File: config.mk
export PLATFORM = sky130hd
export DESIGN_NAME = serial_console_bridge
export DESIGN_NICKNAME = d
export VERILOG_FILES = /design/src/rtl/serial_pkg.sv /design/src/rtl/serial_fifo.sv /design/src/rtl/serial_console_bridge.sv
export SDC_FILE = /design/constraint.sdc
export NUM_CORES = 1
export LEC_CHECK = 0
export ABC_AREA = 0
export BUFFER_PORTS_ARGS = -buffer_cell sky130_fd_sc_hd__buf_2
export CAP_MARGIN = 20
export CORE_ASPECT_RATIO = 1.1
export CORE_MARGIN = 2
export CORE_UTILIZATION = 40
export CTS_BUF_LIST = sky130_fd_sc_hd__clkbuf_16
export CTS_CLUSTER_SIZE = 16
export DETAILED_ROUTE_END_ITERATION = 7
export SLEW_MARGIN = 5
export SYNTH_ARGS = -nofsm -noshare
export SYNTH_HDL_FRONTEND = slang
export SYNTH_SLANG_ARGS = --single-unit
File: constraint.sdc
create_clock -name clock -period 2.6 [get_ports clock]
set_clock_uncertainty 0.05 [all_clocks]
set_input_delay 0.52 -clock clock [delete_from_list [all_inputs] [get_ports clock]]
set_output_delay 0.52 -clock clock [all_outputs]
set_load 0.01 [all_outputs]
File: src/rtl/serial_pkg.sv
// Shared constants and FSM state encodings for the processor-side serial console bridge.
package serial_pkg;

    localparam int UART_DATA_BITS = 8;

    typedef enum logic [1:0] {
        TX_IDLE,
        TX_START,
        TX_DATA,
        TX_STOP
    } tx_state_t;

    typedef enum logic [1:0] {
        RX_IDLE,
        RX_START,
        RX_DATA,
        RX_STOP
    } rx_state_t;

endpackage

File: src/rtl/serial_fifo.sv
// Show-ahead synchronous FIFO. Extra pointer MSB separates full from empty;
// a push into a full FIFO is accepted only when a pop frees the head slot on the same edge.
module serial_fifo #(
    parameter int WIDTH  = 8,
    parameter int ADDR_W = 4
) (
    input  logic             clock,
    input  logic             reset,
    input  logic             push,
    input  logic [WIDTH-1:0] push_data,
    input  logic             pop,
    output logic             full,
    output logic             empty,
    output logic [WIDTH-1:0] head
);

    localparam int DEPTH = 1 << ADDR_W;
    localparam logic [ADDR_W:0] PTR_ONE = (ADDR_W+1)'(1);

    logic [WIDTH-1:0] mem [DEPTH];
    logic [ADDR_W:0]  wr_ptr;
    logic [ADDR_W:0]  rd_ptr;
    logic             do_push;
    logic             do_pop;

    assign empty   = (wr_ptr == rd_ptr);
    assign full    = (wr_ptr[ADDR_W] != rd_ptr[ADDR_W]) &&
                     (wr_ptr[ADDR_W-1:0] == rd_ptr[ADDR_W-1:0]);
    assign do_pop  = pop && !empty;
    assign do_push = push && (!full || do_pop);
    assign head    = empty ? '0 : mem[rd_ptr[ADDR_W-1:0]];

    always_ff @(posedge clock or negedge reset) begin
        if (!reset) begin
            wr_ptr <= '0;
            rd_ptr <= '0;
        end else begin
            if (do_push) wr_ptr <= wr_ptr + PTR_ONE;
            if (do_pop)  rd_ptr <= rd_ptr + PTR_ONE;
        end
    end

    always_ff @(posedge clock) begin
        if (do_push) mem[wr_ptr[ADDR_W-1:0]] <= push_data;
    end

endmodule

File: src/rtl/serial_console_bridge.sv
// Bridges the processor byte port to an 8N1 UART: buffered TX serialiser and
// buffered, synchronised RX deserialiser with framing/overrun error pulse.
module serial_console_bridge
    import serial_pkg::*;
#(
    parameter int CLKS_PER_BIT = 868,
    parameter int FIFO_ADDR_W  = 4
) (
    input  logic       clock,
    input  logic       reset,
    input  logic [7:0] proc_data_in,
    input  logic       proc_wren_in,
    input  logic       proc_rden_in,
    output logic [7:0] proc_data_out,
    output logic       proc_valid_out,
    output logic       proc_ready_out,
    input  logic       uart_rx_in,
    output logic       uart_tx_out,
    output logic       rx_error_out
);

    localparam int CNT_W = $clog2(CLKS_PER_BIT);
    localparam logic [CNT_W-1:0] CNT_ONE   = CNT_W'(1);
    localparam logic [CNT_W-1:0] BIT_LAST  = CNT_W'(CLKS_PER_BIT - 1);
    localparam logic [CNT_W-1:0] HALF_LAST = CNT_W'(CLKS_PER_BIT / 2 - 1);
    localparam logic [2:0]       LAST_BIT  = 3'(UART_DATA_BITS - 1);

    // ---------------- TX path ----------------
    tx_state_t                 tx_state;
    logic [CNT_W-1:0]          tx_cnt;
    logic [2:0]                tx_bit;
    logic [UART_DATA_BITS-1:0] tx_shift;
    logic [UART_DATA_BITS-1:0] tx_head;
    logic                      tx_full;
    logic                      tx_empty;
    logic                      tx_push;
    logic                      tx_pop;

    // Ready is judged on pre-edge fullness, so a write to a full FIFO is lost
    // even when the serialiser drains a slot on that same edge.
    assign proc_ready_out = !tx_full;
    assign tx_push        = proc_wren_in && !tx_full;
    assign tx_pop         = (tx_state == TX_IDLE) && !tx_empty;

    serial_fifo #(.WIDTH(UART_DATA_BITS), .ADDR_W(FIFO_ADDR_W)) u_tx_fifo (
        .clock     (clock),
        .reset     (reset),
        .push      (tx_push),
        .push_data (proc_data_in),
        .pop       (tx_pop),
        .full      (tx_full),
        .empty     (tx_empty),
        .head      (tx_head)
    );

    // The line register follows the pre-edge state, so every bit lags its state by one clock.
    always_ff @(posedge clock or negedge reset) begin
        if (!reset) begin
            tx_state    <= TX_IDLE;
            tx_cnt      <= '0;
            tx_bit      <= '0;
            tx_shift    <= '0;
            uart_tx_out <= 1'b1;
        end else begin
            case (tx_state)
                TX_IDLE: begin
                    uart_tx_out <= 1'b1;
                    tx_cnt      <= '0;
                    if (!tx_empty) begin
                        tx_shift <= tx_head;
                        tx_state <= TX_START;
                    end
                end
                TX_START: begin
                    uart_tx_out <= 1'b0;
                    if (tx_cnt == BIT_LAST) begin
                        tx_cnt   <= '0;
                        tx_bit   <= '0;
                        tx_state <= TX_DATA;
                    end else begin
                        tx_cnt <= tx_cnt + CNT_ONE;
                    end
                end
                TX_DATA: begin
                    uart_tx_out <= tx_shift[0];
                    if (tx_cnt == BIT_LAST) begin
                        tx_cnt   <= '0;
                        tx_shift <= tx_shift >> 1;
                        if (tx_bit == LAST_BIT) tx_state <= TX_STOP;
                        else                    tx_bit   <= tx_bit + 3'd1;
                    end else begin
                        tx_cnt <= tx_cnt + CNT_ONE;
                    end
                end
                TX_STOP: begin
                    uart_tx_out <= 1'b1;
                    if (tx_cnt == BIT_LAST) begin
                        tx_cnt   <= '0;
                        tx_state <= TX_IDLE;
                    end else begin
                        tx_cnt <= tx_cnt + CNT_ONE;
                    end
                end
                default: tx_state <= TX_IDLE;
            endcase
        end
    end

    // ---------------- RX path ----------------
    rx_state_t                 rx_state;
    logic [CNT_W-1:0]          rx_cnt;
    logic [2:0]                rx_bit;
    logic [UART_DATA_BITS-1:0] rx_shift;
    logic                      rx_meta;
    logic                      rx_sync;
    logic                      rx_full;
    logic                      rx_empty;
    logic                      rx_stop_done;
    logic                      rx_push;
    logic                      rx_pop;

    assign rx_stop_done   = (rx_state == RX_STOP) && (rx_cnt == BIT_LAST);
    assign rx_push        = rx_stop_done && rx_sync;
    assign rx_pop         = proc_rden_in && !rx_empty;
    assign proc_valid_out = !rx_empty;

    serial_fifo #(.WIDTH(UART_DATA_BITS), .ADDR_W(FIFO_ADDR_W)) u_rx_fifo (
        .clock     (clock),
        .reset     (reset),
        .push      (rx_push),
        .push_data (rx_shift),
        .pop       (rx_pop),
        .full      (rx_full),
        .empty     (rx_empty),
        .head      (proc_data_out)
    );

    always_ff @(posedge clock or negedge reset) begin
        if (!reset) begin
            rx_meta      <= 1'b1;
            rx_sync      <= 1'b1;
            rx_state     <= RX_IDLE;
            rx_cnt       <= '0;
            rx_bit       <= '0;
            rx_shift     <= '0;
            rx_error_out <= 1'b0;
        end else begin
            rx_meta      <= uart_rx_in;
            rx_sync      <= rx_meta;
            // Bad stop bit, or a completed byte with nowhere to go.
            rx_error_out <= (rx_stop_done && !rx_sync) || (rx_push && rx_full && !rx_pop);
            case (rx_state)
                RX_IDLE: begin
                    rx_cnt <= '0;
                    if (!rx_sync) rx_state <= RX_START;
                end
                RX_START: begin
                    if (rx_cnt == HALF_LAST) begin
                        rx_cnt <= '0;
                        rx_bit <= '0;
                        rx_state <= rx_sync ? RX_IDLE : RX_DATA;
                    end else begin
                        rx_cnt <= rx_cnt + CNT_ONE;
                    end
                end
                RX_DATA: begin
                    if (rx_cnt == BIT_LAST) begin
                        rx_cnt   <= '0;
                        rx_shift <= {rx_sync, rx_shift[UART_DATA_BITS-1:1]};
                        if (rx_bit == LAST_BIT) rx_state <= RX_STOP;
                        else                    rx_bit   <= rx_bit + 3'd1;
                    end else begin
                        rx_cnt <= rx_cnt + CNT_ONE;
                    end
                end
                RX_STOP: begin
                    if (rx_cnt == BIT_LAST) begin
                        rx_cnt   <= '0;
                        rx_state <= RX_IDLE;
                    end else begin
                        rx_cnt <= rx_cnt + CNT_ONE;
                    end
                end
                default: rx_state <= RX_IDLE;
            endcase
        end
    end

endmodule

==> flow_summary.toml <==
[global_routing]
grt.total_usage_pct = 16.3
grt_max_degree = 64
grt_pass1_wl_um = 43100
grt_pass1_vias = 7190
antenna_found_initial = 0
gr-total-overflow = 0

[placed_design]
place_ws_ns = 0.0547
dp_hpwl_um = 17100
gp_congestion = 0.773
portBuffers = 24

[outcome]
violations = "negative setup slack"
status = "finished, violations left"

[synth]
ys_types = 52
ys_ff_latch = 326
synth_edf_count = 256
avgSynthCellArea_um2 = 18.0
synthesis.instances = 750
async_flop_share_pct = 21.5
synth_area_um2 = 13500
synth_ff_type = "edfxtp_1"
yosysWarnings = 0
ys_seq_area_share_pct = 69.9
syn-num-nets = 784

[floorplanning]
die_w_um = 179
die_area_um2 = 35300
core-area_um2 = 33300
fp.dieH_um = 197
initial_core_util_pct = 40.6
io-pin-count = 25
rows = 70

[power_and_ir_drop]
p_per_area_nw_per_um2 = 857
fin_total_pwr_w = 0.0136
p_leak_nw = 6.05
ir_drop_mv = 0.582

[sta]
drv_slew = 0
fmax_ghz = 0.328
rsz0062_at_grt = "true"
relSlewSlack_pct = 45.3
setup_viol_count_final = 9
timing.final.crit_share_pct = 117
fin_tns_setup_ns = -3.38
setup_ws_ns = -0.449
worst_slew_pin_slew_ns = 0.821
fin_crit_ns = 3.05
hold_viol_final = 0

[routing]
via_per_inst = 5.26
dr_total_vias = 6889
drt_first_iter_violations = 486
postRouteAntennaNets = 0
drcViolationCount = 0
wl_um = 27700
wire_per_inst_um = 21.2
drtPass1Iterations = 4

[clock_network]
tritoncts = "done"
cts_inserted_buffers = 35
clk_latency_ns = 0.51
htree_levels = 2
clk_path_buf_depth = 3
cts.clk_slew.worst_paths_ns = 0.06
clock-root-buffer = "clkbuf_16"
cts.sinks = 326

[cells_and_area]
area_growth_pct = 17.1
final_util_pct = 47.5
fin_nets = 889
diodes = 0
layout-drive-gt1-share_pct = 28.7

[worst_setup_path]
crit_path_start_kind = "flip-flop"
arrival_ns = 2.48
worstSetupPathType = "flip-flop to primary output"
required_ns = 2.03
cp-end-kind = "primary output"
crit_fanout = 4

[hold_path]
worst_hold_path_type = "input port to async pin"

[run]
cap_viol_max_count = 0
==> report_power, final <==
part	total (W)	switching [W]	internal, W
logic	0.00282	0.00151	0.00131
clock network	0.00446	0.00192	0.00255
registers	0.00627	0.000248	0.00602
total	0.0136	0.00368	0.00988
==> through the flow <==
step	std cells	area, um^2	hold WS (ns)
global route	1310	15800	0.0737
CTS	1307	15800	0.0764
global placement	1236	14600	0.298
finish	1310	15800	0.0658
detailed placement	1236	14600	0.298
floorplan	750	13500	0.174
==> final timing paths <==
check	start	endpoint	slack, ns	cells after the start
setup / recovery	u_rx_fifo.rd_ptr[0]$_DFFE_PN0P_	proc_data_out[6]	-0.45	6
min in group clock	uart_rx_in	rx_meta$_DFF_PN1_	0.09	1
hold reg to reg	rx_meta$_DFF_PN1_	rx_sync$_DFF_PN1_	0.30	0
max in group asynchronous	reset	rx_shift[0]$_DFFE_PN0P_	1.80	2
hold / removal	reset	u_tx_fifo.rd_ptr[1]$_DFFE_PN0P_	0.07	1
setup reg to reg	u_rx_fifo.rd_ptr[0]$_DFFE_PN0P_	u_rx_fifo.mem[2][6]$_DFFE_PP_	0.16	9
==> cells in the final DEF (no fill, tap or decap), types with 19 or more instances in the layout <==
master | Yosys | final
ha_1 | 21 | 21
nand3_1 | 19 | 19
nand2_1 | 24 | 24
inv_1 | 20 | 31
xor2_1 | 20 | 19
nor2_1 | 42 | 42
mux4_2 | 34 | 64
dfrtp_1 | 67 | 64
clkbuf_16 | 0 | 35
edfxtp_1 | 256 | 256
mux2i_1 | 21 | 21
buf_4 | 2 | 54
xnor2_1 | 22 | 22
==> logic make-up after synthesis <==
| group | synth area share (%) |
|---|---|
| flops | 69.9 |
| compound gates | 2.81 |
| xor+xnor | 2.72 |
| simple gates | 6.19 |
| buf+inv | 1.90 |
| fa+ha+maj | 1.94 |
| mux | 14.6 |
==> layer usage <==
| metal | routed length (um) | track usage, % | vias to the layer above |
|---|---|---|---|
| met5 | 0 | 0 | - |
| met4 | 422 | 3.38 | 0 |
| met3 | 1240 | 3.07 | 37 |
| met2 | 14500 | 28.7 | 150 |
| met1 | 11600 | 21.1 | 3578 |
| li1 | - | - | 3124 |
==> cell type report <==
cell class              count  area, um^2
well taps                 432         541
repair buffers             98         980
flip-flops and latches    326        9450
clock buffers              35         876
inverters                  20        78.8
clock inverters            25         156
multi-input cells         373        3730
fillers                  2863       17500
repair inverters            1        7.51
==> synthesized netlist by cell type, types with 7 or more instances <==
cell type / n / share of area (%)
edfxtp_1: 256 / 57
dfrtp_1: 67 / 12
nor2_1: 42 / 1.2
mux4_2: 34 / 5.7
mux4_1: 30 / 5.8
nand2_1: 24 / 0.67
xnor2_1: 22 / 1.4
and2_1: 21 / 0.97
ha_1: 21 / 1.9
mux2i_1: 21 / 1.6
inv_1: 20 / 0.56
xor2_1: 20 / 1.3
nand3_1: 19 / 0.70
mux2_2: 18 / 1.5
clkbuf_1: 15 / 0.42
o21ai_0: 14 / 0.52
a21oi_1: 10 / 0.37
a22oi_1: 10 / 0.56
buf_2: 7 / 0.26
nand4_1: 7 / 0.32
nor3_1: 7 / 0.26
==> repair_timing <==
item,4_1_cts,5_1_grt
buffers inserted,6,5
resized for setup,48,11
gates cloned,5,0
hold buffers,0,0
setup endpoints to repair,9,138
pin swaps,7,5
==> critical path, stage by stage, from the launching register on <==
cell and delay (ns):
dfrtp_2 0.40, buf_6 0.15, buf_16 0.13, mux4_2 0.49
mux4_2 0.49, and2_1 0.17, buf_2 0.13
==> sequential cells by signal (all words and copies together) (netlist names), 5 cells and up, named ones only <==
register          cells
u_tx_fifo.rd_ptr      5
u_tx_fifo.mem       128
tx_cnt               10
rx_cnt               10
u_rx_fifo.mem       128
rx_shift              8
u_rx_fifo.wr_ptr      5
u_rx_fifo.rd_ptr      5
u_tx_fifo.wr_ptr      5
tx_shift              8
Note: power is estimated with default switching activity, not from simulation.
